==> config.mk <==
export PLATFORM = sky130hd
export DESIGN_NAME = oit_rr_arbiter
export DESIGN_NICKNAME = d
export VERILOG_FILES = /design/src/rtl/oit_arb_pkg.sv /design/src/rtl/oit_pkg.sv /design/src/rtl/oit_rr_pick.sv /design/src/rtl/oit_rr_arbiter.sv
export SDC_FILE = /design/constraint.sdc
export NUM_CORES = 1
export LEC_CHECK = 0
export ABC_CLOCK_PERIOD_IN_PS = 1900
export BUFFER_PORTS_ARGS = -buffer_cell sky130_fd_sc_hd__buf_4
export CAP_MARGIN = 20
export CORE_AREA = 8 8 45 47
export DETAILED_ROUTE_END_ITERATION = 6
export DIE_AREA = 0 0 53 55
export PLACE_DENSITY = 0.76
export SETUP_SLACK_MARGIN = 0.05
export SLEW_MARGIN = 15
export SYNTH_ARGS = -nofsm -noshare
export SYNTH_HDL_FRONTEND = slang
export SYNTH_SLANG_ARGS = --single-unit
==> constraint.sdc <==
create_clock -name clk -period 1.9 [get_ports clk]
set_clock_uncertainty 0.1 [all_clocks]
set_input_delay 0.095 -clock clk [delete_from_list [all_inputs] [get_ports clk]]
set_output_delay 0.095 -clock clk [all_outputs]
set_load 0.01 [all_outputs]
==> src/rtl/oit_arb_pkg.sv <==
// oit_arb_pkg: state encoding for the round-robin arbiter.
package oit_arb_pkg;

   typedef enum logic [1:0] {
      IDLE  = 2'd0,
      GRANT = 2'd1,
      GAP   = 2'd2
   } arb_state_t;

endpackage

==> src/rtl/oit_pkg.sv <==
// oit: shared library package with small elaboration-time helpers.
//   max(a, b) : larger of two ints
//   bits(n)   : bits needed to index n items (never less than 1)
package oit;

   function automatic int max(input int a, input int b);
      return (a > b) ? a : b;
   endfunction

   function automatic int bits(input int n);
      return max(1, $clog2(n));
   endfunction

endpackage

==> src/rtl/oit_rr_pick.sv <==
// oit_rr_pick: combinational rotating-priority picker.
// Returns the first set bit of eligible at or after ptr, wrapping modulo N_REQ.
// Ports:
//   eligible [N_REQ] in  : candidate vector
//   ptr      [IDX_W] in  : highest-priority index this round
//   winner   [IDX_W] out : chosen index (0 when none)
//   valid            out : any candidate present
module oit_rr_pick #(
   parameter  int N_REQ = 4,
   localparam int IDX_W = oit::bits(N_REQ)
) (
   input  logic [N_REQ-1:0] eligible,
   input  logic [IDX_W-1:0] ptr,
   output logic [IDX_W-1:0] winner,
   output logic             valid
);

   logic [IDX_W-1:0] sel;

   // Scan from the far end toward ptr so the last hit (closest to ptr) wins.
   always_comb begin
      winner = '0;
      valid  = 1'b0;
      sel    = '0;
      for (int k = N_REQ - 1; k >= 0; k--) begin
         sel = IDX_W'((int'(ptr) + k) % N_REQ);
         if (eligible[sel]) begin
            winner = sel;
            valid  = 1'b1;
         end
      end
   end

endmodule

==> src/rtl/oit_rr_arbiter.sv <==
// oit_rr_arbiter: round-robin owner arbiter for a single-ported resource.
// A requester keeps req high for its whole transaction; one owner at a time,
// with exactly one idle (GAP) cycle between owners. All outputs registered.
// Optional hold timeout: define OIT_ARB_TIMEOUT_EN. An owner still requesting
// after MAX_HOLD grant cycles is revoked and locked out until its req drops.
// Ports:
//   clk, rst_n        : clock, asynchronous active-low reset
//   req   [N_REQ]     : per-requester level request
//   grant [N_REQ]     : one-hot grant, zero when free
//   grant_idx [IDX_W] : current owner, holds last owner while idle
//   busy              : |grant
//   timeout_pulse     : one cycle, coincident with the revoked grant falling
module oit_rr_arbiter
   import oit_arb_pkg::*;
#(
   parameter  int N_REQ    = 4,
   parameter  int MAX_HOLD = 256,
   localparam int IDX_W    = oit::bits(N_REQ)
) (
   input  logic             clk,
   input  logic             rst_n,
   input  logic [N_REQ-1:0] req,
   output logic [N_REQ-1:0] grant,
   output logic [IDX_W-1:0] grant_idx,
   output logic             busy,
   output logic             timeout_pulse
);

   if (N_REQ < 1 || MAX_HOLD < 1) begin : g_bad_param
      $error("oit_rr_arbiter: N_REQ and MAX_HOLD must be >= 1");
   end

   arb_state_t       state, state_n;
   logic [N_REQ-1:0] grant_n;
   logic [IDX_W-1:0] idx_n;
   logic [IDX_W-1:0] ptr, ptr_n;
   logic [N_REQ-1:0] eligible;
   logic [IDX_W-1:0] win;
   logic             win_vld;
   logic             timeout;

   oit_rr_pick #(.N_REQ(N_REQ)) u_pick (
      .eligible (eligible),
      .ptr      (ptr),
      .winner   (win),
      .valid    (win_vld)
   );

`ifdef OIT_ARB_TIMEOUT_EN
   localparam int CNT_W = oit::bits(MAX_HOLD + 1);

   logic [CNT_W-1:0] hold_cnt, hold_cnt_n;
   logic [N_REQ-1:0] lockout, lockout_n;

   assign eligible = req & ~lockout;

   // hold_cnt is (grant cycles so far - 1); the edge that would make it
   // MAX_HOLD ends the MAX_HOLD-th grant cycle. A release on that same edge
   // wins over the revoke.
   assign timeout = (state == GRANT) && req[grant_idx] &&
                    (hold_cnt == CNT_W'(MAX_HOLD - 1));

   // Cleared in IDLE/GAP, so every entry into GRANT starts from zero.
   assign hold_cnt_n = (state == GRANT) ? hold_cnt + 1'b1 : '0;

   // A lockout bit persists only while its req stays high.
   always_comb begin
      lockout_n = lockout & req;
      if (timeout) lockout_n[grant_idx] = 1'b1;
   end

   always_ff @(posedge clk or negedge rst_n) begin
      if (!rst_n) begin
         hold_cnt      <= '0;
         lockout       <= '0;
         timeout_pulse <= 1'b0;
      end else begin
         hold_cnt      <= hold_cnt_n;
         lockout       <= lockout_n;
         timeout_pulse <= timeout;
      end
   end
`else
   assign eligible      = req;
   assign timeout       = 1'b0;
   assign timeout_pulse = 1'b0;
`endif

   always_comb begin
      state_n = state;
      grant_n = grant;
      idx_n   = grant_idx;
      ptr_n   = ptr;
      case (state)
         IDLE, GAP: begin
            if (win_vld) begin
               state_n      = GRANT;
               grant_n      = '0;
               grant_n[win] = 1'b1;
               idx_n        = win;
               ptr_n        = IDX_W'((int'(win) + 1) % N_REQ);
            end else begin
               state_n = IDLE;
               grant_n = '0;
            end
         end
         GRANT: begin
            // Other req lines are ignored while an owner holds the resource.
            if (!req[grant_idx] || timeout) begin
               state_n = GAP;
               grant_n = '0;
            end
         end
         default: begin
            state_n = IDLE;
            grant_n = '0;
         end
      endcase
   end

   always_ff @(posedge clk or negedge rst_n) begin
      if (!rst_n) begin
         state     <= IDLE;
         grant     <= '0;
         grant_idx <= '0;
         busy      <= 1'b0;
         ptr       <= '0;
      end else begin
         state     <= state_n;
         grant     <= grant_n;
         grant_idx <= idx_n;
         busy      <= |grant_n;
         ptr       <= ptr_n;
      end
   end

endmodule
**Word level (Yosys, flattened, before mapping)**

Index checks and enable logic that the tools add are counted.

- Reductions and logical operators: 5
- $add $sub $neg: 4
- Mux-type cells: 26
- Equal/unequal tests: 3
- $lt $le $gt $ge: 7

Operators by type and width:

| kind | number |
|---|---|
| < comparator 2 x 3 -> 1 bit (second input constant) | 6 |
| 2-to-1 mux 1 bit | 11 |
| binary-select mux 1 bit (select 2 bit) | 5 |
| 2-to-1 mux 2 bit | 5 |
| 2-to-1 mux 4 bit | 2 |
| one-hot mux 4 bit (2 select lines) | 1 |
| adder 2 x 1 -> 2 bit (second input constant) | 2 |
| adder 2 bit (second input constant) | 2 |
| one-hot mux 2 bit (2 select lines) | 1 |
| OR reduction 4 bit | 1 |
| demux 1 bit (select 2 bit) | 1 |
| == test 2 x 1 -> 1 bit (second input constant) | 1 |
| == test 2 bit (second input constant) | 1 |
| greater-or-equal comparator 2 x 1 -> 1 bit (second input constant) | 1 |
| zero test 2 bit | 1 |
| inequality test 2 bit (second input constant) | 1 |
| AND reduction 2 bit | 1 |
| OR reduction 2 bit | 1 |
| logical AND 1 bit | 1 |

- Register bits after elaboration: 11
- Output and inout port bits: 8
- Word-level logic and storage cells: 50
- Input bits: 6

**Longest topological paths before layout**

Gate-level depths: netlist of run 1.

- Depth in word-level cells: 14
- Gate-level depth with buffers: 6
- Gate-level depth less buffers: 6

**By module**

A second synthesis of run 1 with hierarchy kept.

- Cell total of the unflattened synthesis: 59
- Area total of the unflattened synthesis: 611.8 sq um

By module, submodules not included:

| module | times used | cells an instance | sequential area each (sq um) | area each (sq um) |
|---|---|---|---|---|
| oit_rr_arbiter | 1 | 46 | 275.3 | 534.3 |
| oit_rr_pick | 1 | 13 | 0.0 | 77.6 |

**Worst setup path after synthesis of run 1**

No wires, ideal clock.

- Path kind: register to register
- Start: register ptr[1]
- End: register busy
- Cell stages (with the launch flop): 7
- Slack: 0.150 ns
- Buffers on the path: 0
- Arrival: 1.523 ns
- Period minus slack after synthesis: 1.750 ns
- Required time: 1.673 ns
- Cell sequence: dfrtp_1 mux2i_1 nor2_1 or3_1 ha_1 nor4_1 o2bb2ai_1

- Longest elaborated chain between the ends: 14
- Elaborated cells between the ends (all ways): 27
- Classes of those cells: add/sub (3); order compare (2); mux (20); reduce/logical (2)

RTL lines:

| element | line | text |
|---|---|---|
| from (decl) | oit_rr_arbiter.sv:36 | `logic [IDX_W-1:0] ptr, ptr_n;` |
| from (signal assigned) | oit_rr_arbiter.sv:133 | `ptr <= ptr_n;` |
| adder 2 bit | oit_rr_pick.sv:26 | `sel = IDX_W'((int'(ptr) + k) % N_REQ);` |
| binary-select mux 1 bit (select 2 bit) | oit_rr_pick.sv:27 | `if (eligible[sel]) begin` |
| 2-to-1 mux 1 bit (not written as such) | oit_rr_pick.sv:27 |  |
| 2-to-1 mux 2 bit (4 in series) | oit_rr_pick.sv:27 |  |
| < comparator 2 x 3 -> 1 bit (not written as such) or greater-or-equal comparator 2 x 1 -> 1 bit (tied branches) | oit_rr_arbiter.sv:99 | `grant_n[win] = 1'b1;` |
| logical AND 1 bit (not written as such) | oit_rr_arbiter.sv:99 |  |
| 2-to-1 mux 1 bit (not written as such) | oit_rr_arbiter.sv:99 |  |
| demux 1 bit (select 2 bit) | oit_rr_arbiter.sv:99 |  |
| 2-to-1 mux 4 bit (*) | oit_rr_arbiter.sv:96 | `if (win_vld) begin` |
| one-hot mux 4 bit (2 select lines) (*) | oit_rr_arbiter.sv:94 | `case (state)` |
| OR reduction 4 bit (*) | oit_rr_arbiter.sv:132 | `busy <= \|grant_n;` |
| to (signal assigned) | oit_rr_arbiter.sv:132 |  |
| to (decl) | oit_rr_arbiter.sv:25 | `output logic busy,` |

Every way passes the cells marked *; elsewhere a longest branch is shown, timed or not. The select of a mux whose other input is x is not followed.
A chain may end at the register's enable or synchronous reset.

**Final worst setup path of run 1**

Ends and elaborated chain as after synthesis.

==> results.yml, run 1 <==
worst_setup_path:
  end_kind: "flip-flop"
  worstRegToRegCells: 7
  required_ns: 1.95
  worstReg2RegStart: "ptr[1]"
  path_cells: "buf_4 > nand2b_1 > a21oi_2 > or3_4 > ha_4 > nor4_4 > o2bb2ai_1"
  cpMaxStageDelayCell: "or3_4"
  r2r-end: "busy"
  slowest_delay_ns: 0.42
  crit_fanout: 4
  worstPathArrival_ns: 1.90
  crit_type: "reg2reg"
  start_kind: "flip-flop"
  r2r_slack_ns: 0.05
  critical_path.top_delay_family: "simple AND/OR/NAND/NOR gates"
  crit_buf_inv: 1
min_path:
  hp-class: "in2async"
power_and_ir_drop:
  clkPwrFrac: 0.122
  power_uw: 1323
  leakage_uw: 0.0003860
  p_per_area_nw_per_um2: 1550
  power_frac_comb: 0.540
  seqPwrFrac: 0.338
  ir_worst_vdd_v: 0.0007415
  switching_share: 0.4002
  intPower_uw: 793.3
  power_switching_uw: 529.3
global_route:
  overflow: 0
  grt_max_degree: 12
  antenna_found_initial: 0
  grt_pass1_wl_mm: 2.325
  gr-usage-all-layers: 0.1104
  grt_pass1_vias: 513
routing:
  first_pass_iters: 4
  viasPerCell: 5.688
  drtAntennaViolNets: 0
  routedWlPerCell_um: 16.33
  drt-total-wl_mm: 1.519
  drc: 0
  drtIter0Drc: 15
  via_count: 529
cts:
  clock-sinks: 11
  clk_root_buffer_cell: "clkbuf_4"
  cts_tree: "built"
  htree_num_levels: 1
  max-clock-path-buffers: 2
  numCtsBuffers: 3
  clk_pin_slew_ns: 0.07
  clock_latency_ns: 0.27
logic_synthesis:
  syn_inst: 58
  ys_types: 31
  ys_async_sr_fraction: 1.000
  synth_most_common_cell: "dfrtp_1"
  synth_edf_count: 0
  yosysWarnings: 0
  synthFlopType: "dfrtp_1"
  synth_area_leader_cell: "dfrtp_1"
  avgSynthCellArea_um2: 11.11
  synth_area_leaders: "dfrtp_1, ha_1, a22o_1"
  seq_area_frac_synth: 0.4272
  synth_seq_cells: 11
  syn-cell-area_um2: 644.4
  netlist.area_leader.share: 0.4272
  synth_fp_nets: 68
  synth_common_cells: "dfrtp_1, a22o_1, ha_1"
die:
  coreArea_um2: 1384
  die_h_um: 55
  die_x_um: 53
  boundaryPins: 14
  die_area_um2: 2915
  start_util: 0.4656
  rows: 14
place:
  placed_area_um2: 747.0
  hpwl_mm: 1.066
  io_buffers: 12
  gp_congestion: 0.8420
  dpl_worst_slack_ns: -0.06550
finish:
  drive_above_1_share: 0.3766
  final_area_um2: 853.3
  diodes: 0
  areaGrowthSynthToFinish_pct: 32.43
  final_core_util: 0.6166
  layout.nets: 88
sta:
  fin_crit_sh: 0.9733
  hold_viol_final: 0
  rsz0062_at_grt: "yes"
  layout_min_cycle_time_ns: 1.849
  drv_slew: 0
  timing.fmax_mhz: 540.7
  layout_setup_ws_ns: 0.05071
  setup_violations: 0
run_status:
  status: "finished, final reports clean"
run:
  cap_violations: 0
## final cells by class
type                       instances  area, um2
fill                             133      530.5
multi-input combinational         44      401.6
sequential                        11      275.3
timing repair buffer              16      122.6
clock buffer                       4      26.28
tap                               16      20.02
inverter                           2      7.507
## per-layer routing
layer  global-route usage  wire length (um)  vias up
met5                    0                 0        -
met4              0.05603                31        0
met3              0.04813                84        4
met2               0.1738               766       14
met1               0.1250               636      253
li1                     -                 -      258
## metrics by stage
stage	TNS, ns	instances	hold WS, ns
after floorplan	0	58	-0.3006
after global placement	0	85	-0.1641
after detailed placement	-0.06550	85	-0.1636
after CTS	0	91	0.08285
after global routing	0	93	0.08878
final	0	93	0.08663
## sequential cells by signal, indices dropped and copies added (netlist names)
name and count:
grant_idx 2, state 2, grant 4, ptr 2, busy 1
## how the worst max path moves through the flow
| stage | startpoint | end | slack (ns) | cells after the start |
|---|---|---|---|---|
| 6_report | ptr[1] | busy | 0.05 | 7 |
| 3_5_place_dp | ptr[1] | busy | -0.07 | 6 |
| 4_1_cts | ptr[1] | busy | 0.05 | 6 |
| 2_1_floorplan | ptr[1] | busy | 0.15 | 6 |
| 3_3_place_gp | ptr[1] | busy | 0.09 | 6 |
| 5_1_grt | ptr[1] | busy | 0.007 | 7 |
## cells in the final DEF, fill, tap and decap left out, drive strengths merged
master | synthesis | final
a22o | 4 | 4
or2 | 2 | 2
nor2 | 4 | 4
dfrtp | 11 | 11
mux2 | 2 | 2
a221oi | 1 | 1
ha | 4 | 4
conb | 1 | 1
nand2b | 3 | 3
or3 | 1 | 1
dlygate4sd3 | 0 | 1
inv | 2 | 2
or3b | 1 | 1
buf | 1 | 15
o22ai | 1 | 1
o21ai | 3 | 3
o31ai | 1 | 1
o2bb2ai | 1 | 1
a21oi | 2 | 2
and3b | 1 | 1
o41a | 1 | 1
mux2i | 3 | 3
nand3b | 1 | 1
or4 | 1 | 1
nor2b | 1 | 1
clkbuf | 0 | 4
nand2 | 1 | 1
nor4 | 2 | 2
o41ai | 1 | 1
nor3 | 1 | 1
## what timing repair did
| item | CTS | global route |
|---|---|---|
| hold buffers | 1 | 0 |
| pin swaps | 3 | 2 |
| resized for setup | 5 | 4 |
| endpoints found under the hold margin | 11 | 0 |
| endpoints found under the setup margin | 1 | 2 |
| buffers inserted | 1 | 2 |
## power by group through the flow
| stage | Sequential, uW | Combinational (uW) | Clock [uW] |
|---|---|---|---|
| after floorplan | 462 | 356 | 0 |
| after global placement | 445 | 579 | 0 |
| after detailed placement | 448 | 600 | 0 |
| after CTS | 445 | 649 | 166 |
| after global routing | 463 | 769 | 175 |
| final | 447 | 714 | 161 |
## kinds of logic after synthesis
family,after synthesis,synth area share
and+or+nand+nor,19,0.2020
DFF,11,0.4272
adders and majority gates,4,0.07767
AOI/OAI and AO/OA,15,0.1825
buffers and inverters,3,0.02331
muxes,5,0.08155
other,1,0.005820
Power figures use the tool's default switching activity.
==> run 2: changes to the inputs <==
PLACE_DENSITY = 0.74   (was 0.76)
SYNTH_HIERARCHICAL = 1   (was default)
==> run 2 against run 1 <==
  * Critical path depth unchanged
  * Area after synthesis shrank 5.0%
  * Worst hold slack got worse by 0.0032 ns
  * First-iteration DRC count decreased by 53%
  * Largest cell class unchanged
  * Largest power group unchanged
==> results.yml, run 2 <==
worst_setup_path:
  worstRegToRegCells: 7
  end_kind: "flip-flop"
  cpMaxStageDelayCell: "dfrtp_2"
  start_kind: "flip-flop"
  crit_buf_inv: 1
  required_ns: 1.95
  slowest_delay_ns: 0.45
  crit_fanout: 6
  crit_type: "reg2reg"
  path_cells: "nor3b_2 > a211oi_1 > nor2_1 > inv_1 > ha_2 > nor4_4 > o2bb2ai_1"
  critical_path.top_delay_family: "simple AND/OR/NAND/NOR gates"
  worstPathArrival_ns: 1.86
  crit_cells: 7
finish:
  areaGrowthSynthToFinish_pct: 32.52
  diodes: 0
  final_cell_mix: "buf_4, dfrtp_1, nand2_1"
  drive_above_1_share: 0.3924
  layout.nets: 90
  final_cell_count_no_fill: 95
  largest_reg_flops: 4
  final_area_um2: 810.8
  top_register: "grant"
  final_common_cell: "buf_4"
logic_synthesis:
  ys_types: 25
  synth_area_leader_cell: "dfrtp_1"
  yosysWarnings: 6
  netlist.area_leader.share: 0.4499
  syn-cell-area_um2: 611.8
  syn_inst: 59
  synthFlopType: "dfrtp_1"
  synth_most_common_cell: "dfrtp_1"
  synth_edf_count: 0
  synth_compound_area_frac: 0.1575
  synth_seq_cells: 11
  synth_fp_nets: 69
  synthMuxAreaShare: 0.06748
  avgSynthCellArea_um2: 10.37
  ys_async_sr_fraction: 1.000
  synth_top_family_by_area: "simple AND/OR/NAND/NOR gates"
  synthAdderAreaFrac: 0.08180
  synth-xor-area-share: 0
  yosys.area_share.simple: 0.2065
  synth_area_leaders: "dfrtp_1, ha_1, a22o_1"
  seq_area_frac_synth: 0.4499
  synth_common_cells: "dfrtp_1, nand2_1"
sta:
  drv_slew: 0
  rsz0062_at_grt: "yes"
  fin_crit_sh: 0.9521
  setup_tns_ns: 0
  hold_viol_final: 0
  timing.fmax_mhz: 552.8
  setup_violations: 0
  layout_min_cycle_time_ns: 1.809
power_and_ir_drop:
  p_per_area_nw_per_um2: 1613
  power_uw: 1308
  leakage_uw: 0.0003919
  ir_worst_vdd_v: 0.0007479
run:
  cap_violations: 0
routing:
  drtAntennaViolNets: 0
  drt-total-wl_mm: 1.434
  routedWlPerCell_um: 15.09
  drtIter0Drc: 7
  first_pass_iters: 4
  via_count: 507
  viasPerCell: 5.337
  drc: 0
min_path:
  hp-class: "in2async"
global_route:
  antenna_found_initial: 0
  grt_pass1_wl_mm: 2.270
  grt_max_degree: 12
  gr-usage-all-layers: 0.1031
  grt_pass1_vias: 513
  overflow: 0
cts:
  clk_root_buffer_cell: "clkbuf_4"
  htree_num_levels: 1
  clock_latency_ns: 0.27
  clock-sinks: 11
  clk_pin_slew_ns: 0.07
  numCtsBuffers: 3
  max-clock-path-buffers: 2
  cts_tree: "built"
die:
  die_h_um: 55
  start_util: 0.4421
  die_area_um2: 2915
  die_x_um: 53
  coreArea_um2: 1384
  rows: 14
  boundaryPins: 14
run_status:
  status: "finished, final reports clean"
place:
  numPlacedInstances: 85
  hpwl_um: 962.4
  gp_congestion: 0.7921
  io_buffers: 12
  placed_area_um2: 710.7
-- run 2: logic make-up (layout without fill, tap and decap cells) --
group / count (synthesis) / count (layout)
mux: 4 / 4
simple gates: 23 / 23
fa+ha+maj: 4 / 4
compound gates: 12 / 12
buf+inv: 4 / 24
flops: 11 / 11
other cells: 1 / 1
-- run 2: cell type report --
| cell class | count | area, um2 |
|---|---|---|
| Sequential cell | 11 | 276.5 |
| Fill cell | 110 | 573.1 |
| Tap cell | 16 | 20.02 |
| Timing Repair Buffer | 18 | 137.6 |
| Clock buffer | 4 | 26.28 |
| Inverter | 2 | 7.507 |
| Multi-Input combinational cell | 44 | 342.8 |
-- run 2: path summary, 6_finish.rpt --
| kind | from | slack, ns | end |
|---|---|---|---|
| worst min-delay path | rst_n | 0.08 | busy |
| max in group asynchronous | rst_n | 1.45 | ptr[1] |
| min in group clk | req[0] | 0.19 | grant_idx[0] |
| worst min register to register | grant[0] | 0.43 | grant[0] |
| worst max register to register | ptr[1] | 0.09 | busy |
| worst max-delay path | ptr[1] | 0.09 | busy |
-- run 2: stage by stage --
stage	hold WS, ns	util	setup WS [ns]
after floorplan	-0.3006	-	0.1863
after global routing	0.1018	0.5859	-0.01174
after detailed placement	-0.1655	0.5136	0.02464
final	0.08348	0.5859	0.09106
after CTS	0.09208	0.5452	0.06566
after global placement	-0.1645	0.5136	0.1164
-- run 2: per-layer routing --
layer | wire length, um | up-vias | part of all wire | global-route usage
li1 | - | 246 | - | -
met1 | 549 | 248 | 0.38 | 0.1061
met2 | 754 | 8 | 0.53 | 0.1777
met3 | 66 | 5 | 0.046 | 0.03476
met4 | 63 | 0 | 0.044 | 0.06466
met5 | 0 | - | 0 | 0
-- run 2: power breakdown --
part	switching, uW	internal, uW	leakage, uW
sequential	110	348	0.000139
combinational	319	371	0.000238
clock	77.6	81.5	0.0000150
total	507	801	0.000392
-- run 2: timing repair --
action                     4_1_cts  5_1_grt
hold buffers                     1        0
hold endpoints to repair        11        0
setup endpoints to repair        1        1
gates resized for setup          0        7
pin swaps                        1        7
buffers inserted                 1        4
